$ cat src/rtl/fp16_pkg.sv
// Shared constants, state encoding and packing helper for the fp16 adder back-end.
// The mantissa layout is {carry, hidden, frac[9:0], guard, round}.
package fp16_pkg;

    localparam logic [4:0] FP16_EXP_MAX   = 5'h1F;
    localparam logic [9:0] FP16_QNAN_FRAC = 10'h200;
    localparam int         FP16_BIAS      = 15;

    // Bit positions inside the 14-bit post-add mantissa
    localparam int BIT_CARRY  = 13;
    localparam int BIT_HIDDEN = 12;
    localparam int BIT_GUARD  = 1;
    localparam int BIT_ROUND  = 0;

    typedef enum logic [1:0] {
        IDLE  = 2'd0,
        NORM  = 2'd1,
        ROUND = 2'd2,
        DONE  = 2'd3
    } state_e;

    function automatic logic [15:0] pack_half(input logic       sign,
                                              input logic [4:0] exp_field,
                                              input logic [9:0] frac);
        return {sign, exp_field, frac};
    endfunction

endpackage

$ cat src/rtl/fp16_round_rne.sv
// Combinational round-to-nearest-even on a normalised (or denormal) mantissa,
// with exponent bump on significand carry, overflow saturation and packing.
module fp16_round_rne
    import fp16_pkg::*;
(
    input  logic        sign,
    input  logic [5:0]  exp_in,
    input  logic [12:0] mant,
    input  logic        sticky,
    output logic [15:0] result,
    output logic        overflow
);

    function automatic logic rne_round_up(input logic guard,
                                          input logic rnd,
                                          input logic stk,
                                          input logic lsb);
        return guard & (rnd | stk | lsb);
    endfunction

    logic        round_up;
    logic [11:0] sig_sum;
    logic        hidden_rnd;
    logic [9:0]  frac_rnd;
    logic [5:0]  exp_rnd;
    logic [4:0]  exp_field;

    always_comb begin
        round_up   = rne_round_up(mant[BIT_GUARD], mant[BIT_ROUND], sticky, mant[BIT_GUARD+1]);
        sig_sum    = {1'b0, mant[BIT_HIDDEN:BIT_GUARD+1]} + {11'd0, round_up};
        // A carry out of {hidden, frac} renormalises to 1.0 x 2^(exp+1)
        hidden_rnd = sig_sum[11] | sig_sum[10];
        frac_rnd   = sig_sum[11] ? 10'd0 : sig_sum[9:0];
        exp_rnd    = exp_in + {5'd0, sig_sum[11]};
        // Denormals report exponent field 0; one that rounds up into the hidden bit becomes exp 1
        exp_field  = hidden_rnd ? exp_rnd[4:0] : 5'd0;
        overflow   = (exp_in >= 6'd31) || (exp_rnd >= 6'd31);
        if (overflow) begin
            result = pack_half(sign, FP16_EXP_MAX, 10'd0);
        end else begin
            result = pack_half(sign, exp_field, frac_rnd);
        end
    end

endmodule

$ cat src/rtl/fp16_normalize_round.sv
// fp16 adder back-end: normalises the post-add mantissa one bit per cycle, then
// rounds RNE and packs a binary16 result behind a valid/ready handshake.
module fp16_normalize_round
    import fp16_pkg::*;
#(
    parameter int EXP_W  = 5,
    parameter int FRAC_W = 10
)
(
    input  logic                  CLK,
    input  logic                  RST_N,
    input  logic                  IN_VALID,
    output logic                  IN_READY,
    input  logic                  IN_SIGN,
    input  logic [EXP_W-1:0]      IN_EXP_HALF,
    input  logic [FRAC_W+3:0]     IN_MANT_HALF,
    input  logic                  IN_STICKY_BIT,
    input  logic                  IN_EXCEPTION_HALF,
    output logic                  OUT_VALID,
    input  logic                  OUT_READY,
    output logic [EXP_W+FRAC_W:0] OUT_RESULT_HALF,
    output logic                  OUT_OVERFLOW,
    output logic                  OUT_EXCEPTION_HALF
);

    state_e      state_q, state_d;
    logic        sign_q, sign_d;
    logic [5:0]  exp_q, exp_d;
    logic [12:0] mant_q, mant_d;
    logic        sticky_q, sticky_d;
    logic [15:0] result_q, result_d;
    logic        overflow_q, overflow_d;
    logic        exception_q, exception_d;
    logic        out_valid_q, out_valid_d;
    logic        in_ready_q, in_ready_d;

    logic [15:0] rnd_result;
    logic        rnd_overflow;

    fp16_round_rne u_round (
        .sign     (sign_q),
        .exp_in   (exp_q),
        .mant     (mant_q),
        .sticky   (sticky_q),
        .result   (rnd_result),
        .overflow (rnd_overflow)
    );

    always_comb begin
        state_d     = state_q;
        sign_d      = sign_q;
        exp_d       = exp_q;
        mant_d      = mant_q;
        sticky_d    = sticky_q;
        result_d    = result_q;
        overflow_d  = overflow_q;
        exception_d = exception_q;

        case (state_q)
            IDLE: begin
                if (IN_VALID) begin
                    sign_d      = IN_SIGN;
                    exp_d       = {1'b0, IN_EXP_HALF};
                    mant_d      = IN_MANT_HALF[BIT_HIDDEN:0];
                    sticky_d    = IN_STICKY_BIT;
                    result_d    = 16'd0;
                    overflow_d  = 1'b0;
                    exception_d = 1'b0;
                    if (IN_EXCEPTION_HALF) begin
                        result_d    = pack_half(IN_SIGN, FP16_EXP_MAX, FP16_QNAN_FRAC);
                        exception_d = 1'b1;
                        state_d     = DONE;
                    end else if (IN_MANT_HALF == 14'd0 && !IN_STICKY_BIT) begin
                        result_d = pack_half(IN_SIGN, 5'd0, 10'd0);
                        state_d  = DONE;
                    end else if (IN_MANT_HALF[BIT_CARRY]) begin
                        // Carry: one right shift, the old round bit folds into sticky
                        mant_d   = IN_MANT_HALF[BIT_CARRY:1];
                        sticky_d = IN_STICKY_BIT | IN_MANT_HALF[BIT_ROUND];
                        exp_d    = {1'b0, IN_EXP_HALF} + 6'd1;
                        state_d  = ROUND;
                    end else if (IN_MANT_HALF[BIT_HIDDEN] || IN_EXP_HALF <= 5'd1) begin
                        state_d = ROUND;
                    end else begin
                        state_d = NORM;
                    end
                end
            end

            NORM: begin
                // Leave as soon as the shifted value is normalised or has reached the denormal exponent
                if (exp_q <= 6'd1) begin
                    state_d = ROUND;
                end else begin
                    mant_d = {mant_q[BIT_HIDDEN-1:0], 1'b0};
                    exp_d  = exp_q - 6'd1;
                    if (mant_q[BIT_HIDDEN-1] || exp_q == 6'd2) begin
                        state_d = ROUND;
                    end
                end
            end

            ROUND: begin
                result_d   = rnd_result;
                overflow_d = rnd_overflow;
                state_d    = DONE;
            end

            DONE: begin
                if (OUT_READY) begin
                    state_d = IDLE;
                end
            end

            default: state_d = IDLE;
        endcase

        out_valid_d = (state_d == DONE);
        in_ready_d  = (state_d == IDLE);
    end

    always_ff @(posedge CLK or negedge RST_N) begin
        if (!RST_N) begin
            state_q     <= IDLE;
            sign_q      <= 1'b0;
            exp_q       <= 6'd0;
            mant_q      <= 13'd0;
            sticky_q    <= 1'b0;
            result_q    <= 16'd0;
            overflow_q  <= 1'b0;
            exception_q <= 1'b0;
            out_valid_q <= 1'b0;
            in_ready_q  <= 1'b1;
        end else begin
            state_q     <= state_d;
            sign_q      <= sign_d;
            exp_q       <= exp_d;
            mant_q      <= mant_d;
            sticky_q    <= sticky_d;
            result_q    <= result_d;
            overflow_q  <= overflow_d;
            exception_q <= exception_d;
            out_valid_q <= out_valid_d;
            in_ready_q  <= in_ready_d;
        end
    end

    assign IN_READY           = in_ready_q;
    assign OUT_VALID          = out_valid_q;
    assign OUT_RESULT_HALF    = result_q;
    assign OUT_OVERFLOW       = overflow_q;
    assign OUT_EXCEPTION_HALF = exception_q;

endmodule

$ cat config.mk
export PLATFORM = sky130hd
export DESIGN_NAME = fp16_normalize_round
export DESIGN_NICKNAME = d
export VERILOG_FILES = /design/src/rtl/fp16_pkg.sv /design/src/rtl/fp16_round_rne.sv /design/src/rtl/fp16_normalize_round.sv
export SDC_FILE = /design/constraint.sdc
export NUM_CORES = 1
export LEC_CHECK = 0
export BUFFER_PORTS_ARGS = -buffer_cell sky130_fd_sc_hd__clkbuf_2
export CORE_UTILIZATION = 41
export CTS_BUF_LIST = sky130_fd_sc_hd__clkbuf_4 sky130_fd_sc_hd__clkbuf_8
export DETAILED_ROUTE_END_ITERATION = 12
export GPL_ROUTABILITY_DRIVEN = 1
export HOLD_SLACK_MARGIN = 0.06
export PLACE_DENSITY_LB_ADDON = 0.12
export SLEW_MARGIN = 10
export SYNTH_ARGS = -nofsm -noshare
export SYNTH_HDL_FRONTEND = slang
export SYNTH_HIERARCHICAL = 1
export SYNTH_SLANG_ARGS = --single-unit
$ cat constraint.sdc
create_clock -name CLK -period 6.62 [get_ports CLK]
set_input_delay 0.993 -clock CLK [delete_from_list [all_inputs] [get_ports CLK]]
set_output_delay 0.993 -clock CLK [all_outputs]
set_load 0.02 [all_outputs]
==> summary.txt <==
Outcome
  – Status: completed

Clock tree
  – Postcts setup bufs: 0
  – Worst skew pair latency: 0.30 ns
  – # H-tree levels: 2
  – Hold buffers post-CTS: 0
  – CTS Sinks: 43
  – Clock Path Buffers: 2
  – Post-CTS sizing: 0
  – CTS tree: yes
  – Clock root buffer: clkbuf_8
  – Clock transition at path regs: 0.09 ns
  – TritonCTS Buffers: 5

Placed design
  – Quantity of I/O buffers inserted on ports: 45
  – Dpl hpwl: 4.51 mm
  – GPL Wtd Cong: 0.761

Floorplanning
  – Core ar.: 6350 µm²
  – Die H: 83 µm
  – Rows: 29
  – Initial Utilization: 0.424
  – Boundary Pins: 46
  – Die Wd: 83 µm
  – Die area: 6890 µm²

Pwr
  – Net Sw Frac: 0.434
  – Clk network pwr share: 0.177
  – Pwr per Cell Area: 456 nW/µm²
  – Worst VDD drop: 0.000230 V
  – LEAKAGE: 1.38 nW
  – Sequential fraction of design power: 0.375
  – Gate power share: 0.447
  – P_int: 0.790 mW
  – Tot Pwr: 1.40 mW
  – Switch Pwr: 0.606 mW

Finish
  – Layout cells sized above 1: 0.200
  – Area of the multi-input gates: 1500 µm²
  – Final core utilization: 0.482
  – Area growth syn-to-layout: 13.8%
  – Fin nets: 363
  – FF+latch area: 1080 µm²
  – Antenna cells: 0
  – # fillers: 614

Timing
  – Final Max Tran Viols: 0
  – Least-Margin Pin Slew: 1.04 ns
  – Slew margin rel.: 0.301
  – Final setup vio count: 0
  – Period minus WS final: 2.97 ns
  – Max Clock Freq: 0.337 GHz
  – Tcrit/Tclk final: 0.448
  – Hold Fails Final Rpt: 0
  – Max Clock Skew: 0.00998 ns
  – Fin Setup TNS: 0 ns
  – RSZ-0062 raised after global routing: false

Global route
  – Largest net degree at the start of global routing: 44
  – Antenna violations before repair: 0
  – Gr usage total: 0.192
  – GRT overflow: 0
  – Vias in the first global route: 2159
  – First-pass GRT wire length: 10.8 mm

Detailed routing
  – DRT Wirelength: 6.16 mm
  – Drt via density: 5.52
  – TritonRoute pass-1 iters: 4
  – 1st-iter DRT viols: 105
  – DRT antenna net count: 0
  – Via count: 2247
  – Wire length per cell: 15.1 µm
  – DRC viols: 0

Critical path
  – CP Data Required Time: 6.79 ns
  – Startpoint types: flip-flop
  – Critical path arrival: 3.14 ns
  – Worst setup path startpoint: mant_q[4]
  – Crit-path max FO: 16
  – WS Path Type: reg -> reg
  – CP Capture Type: flip-flop
  – R2r startpoint: mant_q[4]

Synthesis
  – EDFF count, synth: 0
  – Sequential-to-total area share from yosys stat: 0.400
  – #FFs+latches synth: 43
  – Most used DFF post-synth: dfrtp_1
  – Post-Syn Instances: 294
  – Most frequent cell after synthesis: nand2_1
  – Post-Synthesis Mean Instance Area: 9.15 µm²
  – Ranking of synthesized cells by area: dfrtp_1 39%, nand2_1 6.8%, mux2i_1 4.8%
  – Area leader, netlist: dfrtp_1
  – Yosys top cell area share: 0.391
  – Syn_nets: 328
  – Synth async-reset ratio: 1.00
  – List of most frequent post-synthesis cells: 49 x nand2_1, 42 x dfrtp_1, 19 x nor2_1
  – Yosys warns: 6
  – Distinct cells, synth: 51
  – Synthesized area: 2690 µm²

Hold path
  – Hold Crit Class: reg -> reg
  – Worst Hold Launch: OUT_EXCEPTION_HALF

Run
  – Maxcap violations: 0
[cells in the final DEF, fill, tap and decap left out, drive strengths merged, types with 4 or more instances in the layout]
cell type / n
nand2: 49
o211ai: 5
a211oi: 6
nand4: 4
nor3: 11
clkbuf: 50
o221ai: 7
ha: 8
a21o: 9
xor2: 6
nor2: 19
dfrtp: 42
nand3: 10
inv: 6
a221o: 6
and4: 4
nor4: 4
mux2i: 13
o21ai: 16
xnor2: 9
a21oi: 6
[sequential cells by signal (all words and copies together) (netlist names)]
register and flops:
OUT_OVERFLOW 1, IN_READY 1, sign_q 1, OUT_EXCEPTION_HALF 1, state_q 2, OUT_RESULT_HALF 16, exp_q 6, mant_q 13
sticky_q 1, OUT_VALID 1
[logic make-up (layout without fill, tap and decap cells)]
family	Yosys count	count (layout)	share of synthesized area
adders and majority gates	8	8	0.0372
AOI/OAI and AO/OA	75	75	0.210
xor gates and xnor gates	15	15	0.0488
and+or+nand+nor	116	116	0.211
DFF	43	43	0.400
muxes	13	13	0.0484
buffers and inverters	24	60	0.0446
[metrics by stage]
step	area [µm²]	hold WS [ns]	cells	setup WS (ns)
floorplan	2690	0.447	294	4.04
global placement	2920	0.465	399	3.79
detailed placement	2920	0.465	399	3.68
CTS	3060	0.484	407	3.66
global route	3060	0.528	407	3.40
finish	3060	0.479	407	3.65
[path summary, 6_finish.rpt]
check	end	slack (ns)	depth (start not counted)
worst min-delay path	OUT_EXCEPTION_HALF	0.48	1
worst max register to register	OUT_RESULT_HALF[0]	3.65	10
min in group asynchronous	sign_q	0.86	1
worst min register to register	OUT_EXCEPTION_HALF	0.48	1
worst max-delay path	OUT_RESULT_HALF[0]	3.65	10
max in group asynchronous	exp_q[5]	5.16	1
[cell type report]
type / instances / area share
repair buffers: 46 / 0.0760
inverters: 6 / 0.00736
well taps: 77 / 0.0315
flip-flops and latches: 43 / 0.352
clock buffers: 6 / 0.0249
clock inverters: 2 / 0.0196
multi-input cells: 227 / 0.489
[per-layer routing]
metal / share of wire / vias to the layer above / global-route usage
met5: 0 / - / 0
met4: 0.0089 / 0 / 0.0486
met3: 0.037 / 4 / 0.0338
met2: 0.43 / 51 / 0.292
met1: 0.53 / 1043 / 0.282
li1: - / 1149 / -
[critical path, stage by stage (launching register included)]
cell and delay, ns:
dfrtp_1 0.46, and4_1 0.26, nand3_1 0.13, nor3_2 0.36, ha_1 0.27, nand3_1 0.10, xor2_1 0.20, o31ai_4 0.62
and2b_2 0.30, nand2_1 0.05, o21ai_0 0.07
[power groups by stage]
stage / Combinational (mW) / Sequential [mW] / Clock [mW]
detailed placement: 0.626 / 0.529 / 0
CTS: 0.629 / 0.524 / 0.250
finish: 0.624 / 0.524 / 0.247
global route: 0.704 / 0.548 / 0.262
global placement: 0.623 / 0.525 / 0
floorplan: 0.451 / 0.546 / 0
Note: power is estimated with default switching activity, not from simulation.
